===== src/rtl/his_peak_finder.sv =====
// Histogram peak finder: scans every bin of every pixel through SRAM port b and
// reports the first-occurring maximum bin per pixel, then pulses done.
//
// state  | meaning
// IDLE   | read port off, waiting for start
// READ   | issuing one bin address per cycle for the current pixel
// DRAIN  | port off, last bin's read data compared
// REPORT | peak fields strobed for the current pixel
// DONE   | done strobe, last busy cycle
module his_peak_finder #(
  parameter int BIN_NUM   = 16,
  parameter int PIXEL_NUM = 4,
  parameter int ADDR_W    = 6,
  parameter int CNT_W     = 8,
  parameter int BIN_W     = 4,
  parameter int PIX_W     = (PIXEL_NUM > 1) ? $clog2(PIXEL_NUM) : 1
) (
  input  logic              i_clk,
  input  logic              i_res,
  input  logic              i_start,
  input  logic [CNT_W-1:0]  i_counts,
  output logic [ADDR_W-1:0] o_raddr,
  output logic              o_r_enable,
  output logic              o_read_flag,
  output logic              o_busy,
  output logic              o_peak_valid,
  output logic [PIX_W-1:0]  o_peak_pixel,
  output logic [BIN_W-1:0]  o_peak_bin,
  output logic [CNT_W-1:0]  o_peak_count,
  output logic              o_peak_hit,
  output logic              o_done
);

  typedef enum logic [2:0] {S_IDLE, S_READ, S_DRAIN, S_REPORT, S_DONE} state_t;

  localparam logic [BIN_W-1:0] LAST_BIN = BIN_W'(BIN_NUM - 1);
  localparam logic [PIX_W-1:0] LAST_PIX = PIX_W'(PIXEL_NUM - 1);

  state_t r_state, w_state_nxt;

  logic [PIX_W-1:0]  r_pixel, w_pixel_nxt;
  logic [BIN_W-1:0]  r_bin, w_bin_nxt;
  logic [ADDR_W-1:0] r_raddr, w_raddr_nxt;
  logic              r_r_enable, w_r_enable_nxt;
  logic              r_read_flag, w_read_flag_nxt;
  logic              r_busy, w_busy_nxt;
  logic              r_tag, w_tag_nxt;
  logic [BIN_W-1:0]  r_tag_bin, w_tag_bin_nxt;
  logic [CNT_W-1:0]  r_max, w_max_nxt;
  logic [BIN_W-1:0]  r_idx, w_idx_nxt;
  logic              r_peak_valid, w_peak_valid_nxt;
  logic [PIX_W-1:0]  r_peak_pixel, w_peak_pixel_nxt;
  logic [BIN_W-1:0]  r_peak_bin, w_peak_bin_nxt;
  logic [CNT_W-1:0]  r_peak_count, w_peak_count_nxt;
  logic              r_peak_hit, w_peak_hit_nxt;
  logic              r_done, w_done_nxt;

  logic              w_upd;
  logic [CNT_W-1:0]  w_max;
  logic [BIN_W-1:0]  w_idx;

  // Strict compare keeps the earliest bin on ties.
  assign w_upd = r_tag && (i_counts > r_max);
  assign w_max = w_upd ? i_counts  : r_max;
  assign w_idx = w_upd ? r_tag_bin : r_idx;

  always_ff @(posedge i_clk) begin
    if (!i_res) r_state <= S_IDLE;
    else        r_state <= w_state_nxt;
  end

  always_comb begin
    w_state_nxt      = r_state;
    w_pixel_nxt      = r_pixel;
    w_bin_nxt        = r_bin;
    w_raddr_nxt      = r_raddr;
    w_r_enable_nxt   = r_r_enable;
    w_read_flag_nxt  = r_read_flag;
    w_busy_nxt       = r_busy;
    w_tag_nxt        = 1'b0;
    w_tag_bin_nxt    = r_tag_bin;
    w_max_nxt        = w_max;
    w_idx_nxt        = w_idx;
    w_peak_valid_nxt = 1'b0;
    w_peak_pixel_nxt = r_peak_pixel;
    w_peak_bin_nxt   = r_peak_bin;
    w_peak_count_nxt = r_peak_count;
    w_peak_hit_nxt   = r_peak_hit;
    w_done_nxt       = 1'b0;
    case (r_state)
      S_IDLE: begin
        if (i_start) begin
          w_state_nxt     = S_READ;
          w_pixel_nxt     = '0;
          w_bin_nxt       = '0;
          w_raddr_nxt     = '0;
          w_r_enable_nxt  = 1'b0;
          w_read_flag_nxt = 1'b1;
          w_busy_nxt      = 1'b1;
          w_max_nxt       = '0;
          w_idx_nxt       = '0;
        end
      end
      S_READ: begin
        w_tag_nxt     = 1'b1;
        w_tag_bin_nxt = r_bin;
        if (r_bin == LAST_BIN) begin
          w_state_nxt     = S_DRAIN;
          w_r_enable_nxt  = 1'b1;
          w_read_flag_nxt = 1'b0;
        end else begin
          w_bin_nxt   = r_bin + BIN_W'(1);
          w_raddr_nxt = r_raddr + ADDR_W'(1);
        end
      end
      S_DRAIN: begin
        w_state_nxt      = S_REPORT;
        w_peak_valid_nxt = 1'b1;
        w_peak_pixel_nxt = r_pixel;
        w_peak_bin_nxt   = w_idx;
        w_peak_count_nxt = w_max;
        w_peak_hit_nxt   = (w_max != '0);
        w_max_nxt        = '0;
        w_idx_nxt        = '0;
      end
      S_REPORT: begin
        if (r_pixel != LAST_PIX) begin
          // Pixels are contiguous in the SRAM, so the address simply continues.
          w_state_nxt     = S_READ;
          w_pixel_nxt     = r_pixel + PIX_W'(1);
          w_bin_nxt       = '0;
          w_raddr_nxt     = r_raddr + ADDR_W'(1);
          w_r_enable_nxt  = 1'b0;
          w_read_flag_nxt = 1'b1;
        end else begin
          w_state_nxt = S_DONE;
          w_done_nxt  = 1'b1;
        end
      end
      S_DONE: begin
        w_state_nxt = S_IDLE;
        w_busy_nxt  = 1'b0;
      end
      default: w_state_nxt = S_IDLE;
    endcase
  end

  always_ff @(posedge i_clk) begin
    if (!i_res) begin
      r_pixel      <= '0;
      r_bin        <= '0;
      r_raddr      <= '0;
      r_r_enable   <= 1'b1;
      r_read_flag  <= 1'b0;
      r_busy       <= 1'b0;
      r_tag        <= 1'b0;
      r_tag_bin    <= '0;
      r_max        <= '0;
      r_idx        <= '0;
      r_peak_valid <= 1'b0;
      r_peak_pixel <= '0;
      r_peak_bin   <= '0;
      r_peak_count <= '0;
      r_peak_hit   <= 1'b0;
      r_done       <= 1'b0;
    end else begin
      r_pixel      <= w_pixel_nxt;
      r_bin        <= w_bin_nxt;
      r_raddr      <= w_raddr_nxt;
      r_r_enable   <= w_r_enable_nxt;
      r_read_flag  <= w_read_flag_nxt;
      r_busy       <= w_busy_nxt;
      r_tag        <= w_tag_nxt;
      r_tag_bin    <= w_tag_bin_nxt;
      r_max        <= w_max_nxt;
      r_idx        <= w_idx_nxt;
      r_peak_valid <= w_peak_valid_nxt;
      r_peak_pixel <= w_peak_pixel_nxt;
      r_peak_bin   <= w_peak_bin_nxt;
      r_peak_count <= w_peak_count_nxt;
      r_peak_hit   <= w_peak_hit_nxt;
      r_done       <= w_done_nxt;
    end
  end

  assign o_raddr      = r_raddr;
  assign o_r_enable   = r_r_enable;
  assign o_read_flag  = r_read_flag;
  assign o_busy       = r_busy;
  assign o_peak_valid = r_peak_valid;
  assign o_peak_pixel = r_peak_pixel;
  assign o_peak_bin   = r_peak_bin;
  assign o_peak_count = r_peak_count;
  assign o_peak_hit   = r_peak_hit;
  assign o_done       = r_done;

endmodule


===== config.mk =====
export PLATFORM = sky130hd
export DESIGN_NAME = his_peak_finder
export DESIGN_NICKNAME = d
export VERILOG_FILES = /design/src/rtl/his_peak_finder.sv
export SDC_FILE = /design/constraint.sdc
export NUM_CORES = 1
export LEC_CHECK = 0
export ABC_AREA = 0
export BUFFER_PORTS_ARGS = -buffer_cell sky130_fd_sc_hd__buf_2
export CAP_MARGIN = 20
export CORE_MARGIN = 4
export CORE_UTILIZATION = 59
export DETAILED_ROUTE_END_ITERATION = 16
export PLACE_DENSITY = 0.93
export SLEW_MARGIN = 25
export SYNTH_ARGS = -nofsm -noshare
export SYNTH_HDL_FRONTEND = slang
export SYNTH_SLANG_ARGS = --single-unit

===== constraint.sdc =====
create_clock -name i_clk -period 3.4 [get_ports i_clk]
set_input_delay 0.17 -clock i_clk [delete_from_list [all_inputs] [get_ports i_clk]]
set_output_delay 0.17 -clock i_clk [all_outputs]
set_load 0.005 [all_outputs]

==> qor.csv <==
stage;metric;value;unit
yosys;yosys.area.top_type;dfxtp_1;
clock_tree;clkLatencyLatePin;0.30;ns
worst_setup_path;arrival;2.44;ns
timing;holdWs;0.1992;ns
detailed_routing;dr.pass1.iters;4;
pwr;intPower;1.005;mW
detailed_routing;viasPerCell;5.932;
worst_setup_path;endpoint_kind;flip-flop;
timing;tightest_slew;0.7115;ns
yosys;synth_async_sr_flop_share;0;%
worst_setup_path;worst_setup_path_start_kind;flip-flop;
clock_tree;htree_num_levels;2;
clock_tree;numClockSinks;52;
clock_tree;clkTransAtPathRegs;0.09;ns
pwr;p_leak;1.057;nW
worst_setup_path;cpPeakStageDelay;0.58;ns
yosys;ys_types;40;
worst_setup_path;worstSetupPathType;flip-flop to flip-flop;
pwr;seq_power_share;50.0;%
pwr;power_density;544.6;mW/mm²
timing;fin_skew;0.007090;ns
detailed_routing;num_vias;1993;
yosys;yosysMostFrequentCell;dfxtp_1;
global_routing;grt_pass1_vias;1873;
timing;rsz0062_at_grt;false;
detailed_routing;dr_wl_met3;316;µm
detailed_routing;routed_wl;4880;µm
timing;slew_violations;0;
global_routing;grt_pass1_wl;8397;µm
finish;area_growth_syn_to_layout;13.44;%
yosys;synthesis.area;0.002281;mm²
detailed_routing;drc;0;
floorplanning;io-pin-count;37;
timing;finalSetupViolCount;0;
clock_tree;post_cts_resized;0;
timing;max_freq;452.7;MHz
clock_tree;cts_buffer_depth;2;
worst_setup_path;crit_required;3.63;ns
detailed_routing;wl_per_cell;14.52;µm
floorplanning;die_y;70.18;µm
timing;period_needed;2.209;ns
yosys;yosysSeqAreaShare;45.64;%
job;max_cap_viol_count;0;
yosys;postSynthCellCount;255;
pwr;power;1.409;mW
global_routing;grt_overflow_total;0;
global_routing;groute.usage.overall;20.17;%
yosys;synth_ff_type;dfxtp_1;
timing;maxSlewHeadroom;52.39;%
detailed_routing;met1Wirelength;2209;µm
floorplanning;row_count;22;
global_routing;antenna_found_initial;0;
yosys;synth_area_leaders;dfxtp_1 46%, ha_1 6.0%, o21ai_0 5.9%, a21oi_1 5.0%, nand3_1 3.5%;
run_status;outcome;completed;
timing;finalHoldViolations;0;
worst_setup_path;path_cells;inv_1 > ha_1 > nor2b_1 > o211ai_1 > a211oi_1 > buf_4 > o21ai_0 > a31oi_1;
pwr;vdd_ir_drop_max;0.0002928;V
worst_setup_path;cp_slowest_cell;a211oi_1;
yosys;synth_top_area_share;45.64;%
floorplanning;start_util;61.84;%
clock_tree;cts_hold_buf;0;
clock_tree;cts_inserted_buffers;5;
clock_tree;tritoncts;done;
min_path;hold_class;primary input to flip-flop;
finish;nets;309;
finish;drive_above_1_share;18.40;%
pwr;switching_share;28.70;%
clock_tree;post_cts_buffers;0;
yosys;ys_seq_elements;52;
worst_setup_path;cp_max_fo;7;
place;portBuffers;36;
floorplanning;core_area;0.003689;mm²
clock_tree;cts_root_buf;clkbuf_8;
yosys;synth_area_per_cell;8.945;µm²
finish;antenna_cells;0;
yosys;postSynthNetCount;277;
place;gp_congestion;0.9184;
detailed_routing;ant_nets;0;
yosys;yosysWarnings;0;
detailed_routing;dr_wl_met2;2293;µm
place;dp_hpwl;3444;µm
global_routing;grt_max_degree;29;
pwr;p_switching;0.4044;mW
floorplanning;die_w;70.18;µm
yosys;synth_common_cells;52 x dfxtp_1, 27 x o21ai_0, 23 x a21oi_1;
timing;fin_setup_tns;0;ns
finish;nFillCells;286;
pwr;power_frac_comb;20.8;%
timing;finalCritPeriodShare;64.97;%
yosys;synth-edff-count;0;
detailed_routing;top_layer_used;met4;
pwr;p_clk_share;29.2;%
detailed_routing;first_iter_violations;198;
floorplanning;fp.dieArea;0.004925;mm²
[layer usage]
metal  GRT usage, %  vias up
li1               -      986
met1          26.57      935
met2          32.32       63
met3          5.324        9
met5              0        -
met4          5.957        0
[final cells by class]
class | instances | area, µm² | share of cell area (%)
well taps | 48 | 60.06 | 2.321
inverters | 12 | 45.04 | 1.741
clock inverters | 2 | 35.03 | 1.354
flip-flops and latches | 52 | 1041 | 40.23
clock buffers | 6 | 72.57 | 2.805
multi-input cells | 177 | 1131 | 43.71
repair buffers | 39 | 202.7 | 7.834
[cells by family (layout without fill, tap and decap cells)]
| kind of cell | after synthesis | after routing | share of synthesized area, % |
|---|---|---|---|
| simple gates | 76 | 76 | 17.39 |
| compound gates | 76 | 76 | 20.08 |
| buf+inv | 26 | 59 | 4.991 |
| mux | 8 | 8 | 3.566 |
| xor+xnor | 6 | 6 | 2.304 |
| fa+ha+maj | 11 | 11 | 6.034 |
| flops | 52 | 52 | 45.64 |
[through the flow]
stage	cells	setup slack [ns]	cell area [µm²]	util (%)
2_1_floorplan	255	1.625	2281	-
5_1_grt	336	0.9555	2587	70.15
4_1_cts	336	1.219	2587	70.15
6_report	336	1.191	2587	70.15
3_5_place_dp	328	1.268	2480	67.23
3_3_place_gp	328	1.373	2480	67.23
[layout by cell type (no fill, tap or decap), types with 4 or more instances in the layout]
cell type and instances:
nand3_1 16, dfxtp_1 52, a21oi_1 23, inv_1 11, clkbuf_8 5, xor2_1 5
nor4_1 5, nand2_1 10, a31oi_1 12, mux2i_1 7, nor2_1 20, ha_1 11
nand2b_1 4, o21ai_0 27, buf_2 36, nand4_1 5
[power groups by stage]
stage | logic [mW] | registers, mW | clock network (mW)
after floorplan | 0.216 | 0.706 | 0
after global placement | 0.281 | 0.718 | 0
after detailed placement | 0.290 | 0.718 | 0
after CTS | 0.292 | 0.704 | 0.417
after global routing | 0.327 | 0.713 | 0.444
final | 0.293 | 0.704 | 0.412
[critical path: cells and delay by family (launching register included)]
family	cells	cell delay, ns
adder cells (fa/ha/maj)	1	0.28
buffers and inverters	2	0.32
AO/OA/AOI/OAI	4	1.03
flip-flops	1	0.37
AND/OR/NAND/NOR	1	0.13
[registers in the layout, indices dropped and copies added (netlist names), 2 cells and up]
| signal | flops |
|---|---|
| r_max | 8 |
| r_idx | 4 |
| r_tag_bin | 4 |
| o_raddr | 6 |
| r_bin | 4 |
| r_state | 3 |
| r_pixel | 2 |
| o_peak_pixel | 2 |
| o_peak_count | 8 |
| o_peak_bin | 4 |
[final timing paths]
check,startpoint,slack [ns],end,depth (start not counted)
setup reg to reg,r_max[1],1.19,o_peak_count[3],8
hold / removal,i_start,0.20,o_busy,3
hold reg to reg,o_read_flag,0.46,o_read_flag,2
setup / recovery,r_max[1],1.19,o_peak_count[3],8
Note: power is estimated with default switching activity, not from simulation.
